File: src/rtl/ctrl_step_scheduler.sv
// Step scheduler: walks a one-hot step across the bits set in a command
// frame's ctrl mask, dwelling time_ctrl sclk cycles per step.
//
// Ports:
//   sclk, rst       clock, synchronous active-high reset
//   cfg_valid       1-cycle pulse: ctrl/time_ctrl hold a new committed frame
//   ctrl            step-enable mask
//   time_ctrl       dwell per step in sclk cycles (0 treated as 1)
//   hold            freeze dwell counter and step while running
//   led             one-hot current step, 0 when idle
//   cur_step        index of current step
//   step_tick       1-cycle pulse on each step change or restart
//   busy            1 while running
//   cfg_pending     a shadow frame is waiting for a step boundary
module ctrl_step_scheduler #(
    parameter int CTRL_W = 8,
    parameter int TIME_W = 32
) (
    input  logic              sclk,
    input  logic              rst,
    input  logic              cfg_valid,
    input  logic [CTRL_W-1:0] ctrl,
    input  logic [TIME_W-1:0] time_ctrl,
    input  logic              hold,
    output logic [CTRL_W-1:0] led,
    output logic [2:0]        cur_step,
    output logic              step_tick,
    output logic              busy,
    output logic              cfg_pending
);

    typedef enum logic {
        S_IDLE,
        S_RUN
    } state_t;

    state_t            r_state, w_state_nxt;
    logic [CTRL_W-1:0] r_pend_mask, w_pend_mask_nxt;
    logic [TIME_W-1:0] r_pend_per, w_pend_per_nxt;
    logic [CTRL_W-1:0] r_act_mask, w_act_mask_nxt;
    logic [TIME_W-1:0] r_act_per, w_act_per_nxt;
    logic [TIME_W-1:0] r_cnt, w_cnt_nxt;
    logic [2:0]        r_cur, w_cur_nxt;
    logic              r_tick, w_tick_nxt;
    logic              r_busy, w_busy_nxt;
    logic              r_pending, w_pending_nxt;
    logic [CTRL_W-1:0] r_led, w_led_nxt;

    logic       w_boundary;
    logic [2:0] w_low;
    logic [2:0] w_next;
    logic [2:0] w_idx;

    // Lowest set bit of the shadow mask (start step of a new frame).
    always_comb begin
        w_low = 3'd0;
        for (int i = CTRL_W - 1; i >= 0; i--) begin
            if (r_pend_mask[i]) w_low = 3'(i);
        end
    end

    // Next set bit after the current step, circular. Searching from the
    // farthest offset down lets the nearest hit win. A single-bit mask
    // finds nothing and keeps the current step.
    always_comb begin
        w_next = r_cur;
        w_idx  = r_cur;
        for (int i = CTRL_W - 1; i >= 1; i--) begin
            w_idx = r_cur + 3'(i);
            if (r_act_mask[w_idx]) w_next = w_idx;
        end
    end

    assign w_boundary = (r_cnt == r_act_per - TIME_W'(1));

    always_comb begin
        w_state_nxt     = r_state;
        w_pend_mask_nxt = r_pend_mask;
        w_pend_per_nxt  = r_pend_per;
        w_act_mask_nxt  = r_act_mask;
        w_act_per_nxt   = r_act_per;
        w_cnt_nxt       = r_cnt;
        w_cur_nxt       = r_cur;
        w_tick_nxt      = 1'b0;
        w_busy_nxt      = r_busy;
        w_pending_nxt   = r_pending;

        if (cfg_valid) begin
            w_pend_mask_nxt = ctrl;
            w_pend_per_nxt  = (time_ctrl == '0) ? TIME_W'(1) : time_ctrl;
            w_pending_nxt   = 1'b1;
        end

        case (r_state)
            S_IDLE: begin
                if (r_pending) begin
                    w_state_nxt    = S_RUN;
                    w_act_mask_nxt = r_pend_mask;
                    w_act_per_nxt  = r_pend_per;
                    w_cnt_nxt      = '0;
                    // A frame arriving on the apply edge stays pending.
                    if (!cfg_valid) w_pending_nxt = 1'b0;
                end
            end
            S_RUN: begin
                if (hold) begin
                    w_cnt_nxt = r_cnt;
                end else if (!w_boundary) begin
                    w_cnt_nxt = r_cnt + TIME_W'(1);
                end else if (r_pending) begin
                    w_act_mask_nxt = r_pend_mask;
                    w_act_per_nxt  = r_pend_per;
                    w_cnt_nxt      = '0;
                    if (!cfg_valid) w_pending_nxt = 1'b0;
                end else begin
                    w_cnt_nxt  = '0;
                    w_cur_nxt  = w_next;
                    w_tick_nxt = 1'b1;
                end
            end
            default: w_state_nxt = S_IDLE;
        endcase

        // Shared tail of a frame apply: start or go idle on a zero mask.
        if (r_pending && (r_state == S_IDLE ||
                          (!hold && w_boundary))) begin
            if (r_pend_mask != '0) begin
                w_state_nxt = S_RUN;
                w_cur_nxt   = w_low;
                w_tick_nxt  = 1'b1;
                w_busy_nxt  = 1'b1;
            end else begin
                w_state_nxt = S_IDLE;
                w_cur_nxt   = 3'd0;
                w_tick_nxt  = 1'b0;
                w_busy_nxt  = 1'b0;
            end
        end

        w_led_nxt = w_busy_nxt ? (CTRL_W'(1) << w_cur_nxt) : '0;
    end

    always_ff @(posedge sclk) begin
        if (rst) begin
            r_state <= S_IDLE;
        end else begin
            r_state <= w_state_nxt;
        end
    end

    always_ff @(posedge sclk) begin
        if (rst) begin
            r_pend_mask <= '0;
            r_pend_per  <= '0;
            r_act_mask  <= '0;
            r_act_per   <= '0;
            r_cnt       <= '0;
            r_cur       <= '0;
            r_tick      <= 1'b0;
            r_busy      <= 1'b0;
            r_pending   <= 1'b0;
            r_led       <= '0;
        end else begin
            r_pend_mask <= w_pend_mask_nxt;
            r_pend_per  <= w_pend_per_nxt;
            r_act_mask  <= w_act_mask_nxt;
            r_act_per   <= w_act_per_nxt;
            r_cnt       <= w_cnt_nxt;
            r_cur       <= w_cur_nxt;
            r_tick      <= w_tick_nxt;
            r_busy      <= w_busy_nxt;
            r_pending   <= w_pending_nxt;
            r_led       <= w_led_nxt;
        end
    end

    assign led         = r_led;
    assign cur_step    = r_cur;
    assign step_tick   = r_tick;
    assign busy        = r_busy;
    assign cfg_pending = r_pending;

endmodule

File: config.mk
export PLATFORM = sky130hd
export DESIGN_NAME = ctrl_step_scheduler
export DESIGN_NICKNAME = d
export VERILOG_FILES = /design/src/rtl/ctrl_step_scheduler.sv
export SDC_FILE = /design/constraint.sdc
export NUM_CORES = 1
export LEC_CHECK = 0
export CAP_MARGIN = 5
export CORE_ASPECT_RATIO = 1.5
export CORE_MARGIN = 2
export CORE_UTILIZATION = 40
export CTS_CLUSTER_SIZE = 10
export DETAILED_ROUTE_END_ITERATION = 16
export PLACE_DENSITY = 0.63
export SYNTH_ARGS = -nofsm -noshare
export SYNTH_HDL_FRONTEND = slang
export SYNTH_SLANG_ARGS = --single-unit
export TNS_END_PERCENT = 10
File: constraint.sdc
create_clock -name sclk -period 3.9 [get_ports sclk]
set_input_delay 0.39 -clock sclk [delete_from_list [all_inputs] [get_ports sclk]]
set_output_delay 0.39 -clock sclk [all_outputs]
set_load 0.02 [all_outputs]
==> impl_metrics.py <==
metrics = {
    "flow_run": {
        "maxCapViolations": 0,
    },
    "floorplan": {
        "width_of_the_chip_microns": 111,
        "initial_utilization": 0.409,
        "rows": 58,
        "floorplan.die_area_sq_um": 18300,
        "boundaryPins": 58,
        "core_area_sq_um": 16800,
        "floorplan.die.height_microns": 165,
    },
    "synth": {
        "synth.yosys.warnings": 0,
        "syn_area_sq_um": 6880,
        "syn_inst": 794,
        "part_of_the_yosys_area_used_for_sequential_elements": 0.370,
        "synth-main-ff-cell": "sky130_fd_sc_hd__dfxtp_1",
        "postSynthNetCount": 842,
        "synth-async-reset-ratio": 0,
        "synth_area_leaders": "sky130_fd_sc_hd__dfxtp_1 (37%), sky130_fd_sc_hd__mux2i_1 (13%), sky130_fd_sc_hd__nor2_1 (8.5%), sky130_fd_sc_hd__xor2_1 (4.3%), sky130_fd_sc_hd__xnor2_1 (3.7%)",
        "netlist.top_cell.by_area": "sky130_fd_sc_hd__dfxtp_1",
        "synth.lib_cells_used.distinct": 68,
        "synth_enable_flop_cells": 0,
        "netlist.area_leader.share": 0.370,
        "most_frequently_used_cell_type_in_the_post_synthesis_netlist": "sky130_fd_sc_hd__nor2_1",
        "syn_avg_cell_area_sq_um": 8.66,
        "synth_seq_cells": 127,
        "synth_commonest_cells": "sky130_fd_sc_hd__nor2_1 (155), sky130_fd_sc_hd__dfxtp_1 (127), sky130_fd_sc_hd__mux2i_1 (86), sky130_fd_sc_hd__clkbuf_1 (37), sky130_fd_sc_hd__xor2_1 (34)",
    },
    "sta": {
        "finalCritPeriodShare": 0.956,
        "post-route-worst-setup-slack_ps": 172,
        "hold_viol_final": 0,
        "max_freq_mhz": 268,
        "min_period_ps": 3730,
        "finalMaxSlewViolations": 0,
        "clock_skew_ps": 8.35,
        "setup-tns-final_ps": 0,
        "maxSlewHeadroom": 0.355,
        "finalSetupViolations": 0,
        "worst_hold_slack_ps": 497,
        "max_slew.worst_pin.slew_ps": 968,
    },
    "global_routing": {
        "grt_pass1_vias": 5798,
        "global_route.overflow_total": 0,
        "grt_pass1_wl_mm": 29.1,
        "grt_util_all_layers": 0.197,
        "grt_antenna_before_repair": 0,
        "grt_start_max_net_pins": 54,
    },
    "route": {
        "drc_errors": 0,
        "drt-initial-drc-count": 387,
        "viasPerCell": 5.49,
        "detailedRoute.firstPassIterationCount": 4,
        "detailroute.via_count": 5930,
        "wirelength_mm": 17.9,
        "route.detailed.wl_per_inst_microns": 16.6,
        "route.antenna.remaining_nets": 0,
    },
    "cts": {
        "ctsHoldBuffers": 0,
        "cts_buffer_count": 17,
        "clk_root_buffer_cell": "sky130_fd_sc_hd__clkbuf_16",
        "clkLatencyLatePin_ps": 420,
        "clock_tree.buffer_depth": 2,
        "cts_tree": "done",
        "htreeDepth": 4,
        "cts_num_sinks": 127,
        "clk_transition_reported_paths_ps": 70,
    },
    "power_and_ir_drop": {
        "pwr_density_cell_nw_per_um2": 423,
        "power.share.clock": 0.450,
        "seq_power_share": 0.389,
        "switching_power_share_of_the_total": 0.279,
        "total_switching_power_uw": 1000,
        "power.share.combinational": 0.162,
        "power_report.internal_total_uw": 2580,
        "irDropWorstVdd_uv": 390,
        "leakage_uw": 0.00330,
        "report.power.total_uw": 3580,
    },
    "critical_path": {
        "setup_crit_start_kind": "flip-flop",
        "timing_worst_setup_path_type": "flip-flop to flip-flop",
        "cell_with_the_most_instances_on_the_worst_path": "sky130_fd_sc_hd__buf_4",
        "critical_path.endpoint_type": "flip-flop",
        "critical_path_required_ps": 4170,
        "timing.critical_path.cells": "or4_1 > or4_4 > or3_1 > a32o_1 > nor4_2 > buf_4 > nand4_1 > buf_4 > a21oi_4 > buf_12 > mux2i_1 > nor2_1",
        "highest_delay_cell_along_the_critical_path": "sky130_fd_sc_hd__or4_1",
        "cp.arrival_ps": 3990,
        "critical_path.max_stage_delay_ps": 670,
        "critical_path_peak_fanout": 25,
        "timing.critical_path.buf_inv": 3,
        "path_delay_family": "simple AND/OR/NAND/NOR gates",
    },
    "worst_hold_path": {
        "hp-class": "flip-flop to flip-flop",
    },
    "placement": {
        "io_buffers": 57,
        "pre_cts_slack_ps": 13.0,
        "hpwlAfterDp_mm": 13.1,
        "globalplace.congestion": 0.857,
    },
    "final_layout": {
        "area.sequential_sq_um": 2540,
        "area.growth.synth_to_final_pct": 23.0,
        "finish.utilization": 0.502,
        "multi_input_comb_area_sq_um": 4100,
        "nets_final": 906,
        "antenna_cells": 0,
        "share_of_cells_above_drive_strength_1": 0.122,
        "fill_cell_total_of_the_finished_layout": 1605,
    },
    "outcome": {
        "status": "completed",
    },
}
-- layout make-up --
| class | count | share of cell area |
|---|---|---|
| clock inverter | 15 | 0.0206 |
| clock buffer | 17 | 0.0503 |
| sequential | 127 | 0.301 |
| inverter | 16 | 0.00710 |
| tap | 210 | 0.0311 |
| multi-input combinational | 599 | 0.484 |
| timing repair buffer | 97 | 0.106 |
-- power by group through the flow --
stage	registers, uW	logic, uW	clock network (uW)
floorplan	1410	381	0
global placement	1420	561	0
detailed placement	1420	564	0
CTS	1390	569	1640
global route	1400	633	1700
finish	1390	579	1610
-- worst reg2reg max path, cell delays in order (launching register included) --
cell,delay [ps]
sky130_fd_sc_hd__dfxtp_1,300
sky130_fd_sc_hd__or4_1,670
sky130_fd_sc_hd__or4_4,610
sky130_fd_sc_hd__or3_1,330
sky130_fd_sc_hd__a32o_1,230
sky130_fd_sc_hd__nor4_2,170
sky130_fd_sc_hd__buf_4,180
sky130_fd_sc_hd__nand4_1,110
sky130_fd_sc_hd__buf_4,190
sky130_fd_sc_hd__a21oi_4,230
sky130_fd_sc_hd__buf_12,240
sky130_fd_sc_hd__mux2i_1,260
sky130_fd_sc_hd__nor2_1,60
-- final timing paths --
kind                               start                     endpoint  slack, ps  cells after the start
max            r_act_per[4]$_SDFFE_PP0P_   r_act_per[12]$_SDFFE_PP0P_        170                     12
min          r_pend_per[18]$_SDFFE_PP0P_  r_pend_per[18]$_SDFFE_PP0P_        500                      2
max reg2reg    r_act_per[4]$_SDFFE_PP0P_   r_act_per[12]$_SDFFE_PP0P_        170                     12
min reg2reg  r_pend_per[18]$_SDFFE_PP0P_  r_pend_per[18]$_SDFFE_PP0P_        500                      2
-- kinds of logic (layout without fill, tap and decap cells) --
kind of cell	Yosys count	count (layout)	share of synthesized area
AO/OA/AOI/OAI	97	97	0.104
flip-flops	127	127	0.370
adder cells (fa/ha/maj)	4	4	0.00728
XOR/XNOR	63	63	0.0802
AND/OR/NAND/NOR	339	339	0.249
multiplexers	96	96	0.150
buffers and inverters	68	145	0.0402
-- sequential cells by signal, indices dropped and copies added, names as in the netlist --
register     flops
cfg_pending      1
cur_step         3
r_act_mask       8
led              8
r_pend_mask      8
step_tick        1
busy             1
r_act_per       32
r_state          1
r_pend_per      32
r_cnt           32
-- placed cells by master (no fill, tap or decap), types with 5 or more instances in the layout --
master and n:
sky130_fd_sc_hd__xor2_1 34, sky130_fd_sc_hd__dfxtp_1 127, sky130_fd_sc_hd__nor3_1 17, sky130_fd_sc_hd__nor4_1 26, sky130_fd_sc_hd__inv_1 16, sky130_fd_sc_hd__o211ai_1 7
sky130_fd_sc_hd__a21oi_1 23, sky130_fd_sc_hd__mux2_2 5, sky130_fd_sc_hd__xnor2_1 29, sky130_fd_sc_hd__nand3b_1 5, sky130_fd_sc_hd__clkdlybuf4s50_1 55, sky130_fd_sc_hd__clkbuf_16 17
sky130_fd_sc_hd__nand2_1 27, sky130_fd_sc_hd__nand3_1 26, sky130_fd_sc_hd__o21ai_0 13, sky130_fd_sc_hd__nor4b_1 5, sky130_fd_sc_hd__buf_4 37, sky130_fd_sc_hd__mux2i_1 86
sky130_fd_sc_hd__nor2_1 155, sky130_fd_sc_hd__mux4_2 5, sky130_fd_sc_hd__or4_1 9, sky130_fd_sc_hd__and3_1 10, sky130_fd_sc_hd__and4_1 5, sky130_fd_sc_hd__inv_6 5
sky130_fd_sc_hd__nand4_1 14, sky130_fd_sc_hd__nand2b_1 10
-- repair_timing --
action,4_1_cts,5_1_grt
setup endpoints to repair,2,49
cloned,0,0
buffers inserted,1,1
pin swaps,1,2
resized for setup,0,7
-- through the flow --
stage / instances / cell area (sq um)
floorplan: 794 / 6880
global placement: 1047 / 7810
detailed placement: 1047 / 7810
CTS: 1080 / 8410
global route: 1081 / 8460
finish: 1081 / 8460
-- metal layers --
layer	global-route usage	wire, microns	vias up
met5	0	0	-
met1	0.224	7550	2841
met2	0.367	9440	82
li1	-	-	2974
met3	0.0316	475	33
met4	0.0859	484	0
No activity file was read; power rests on OpenSTA's default activity.
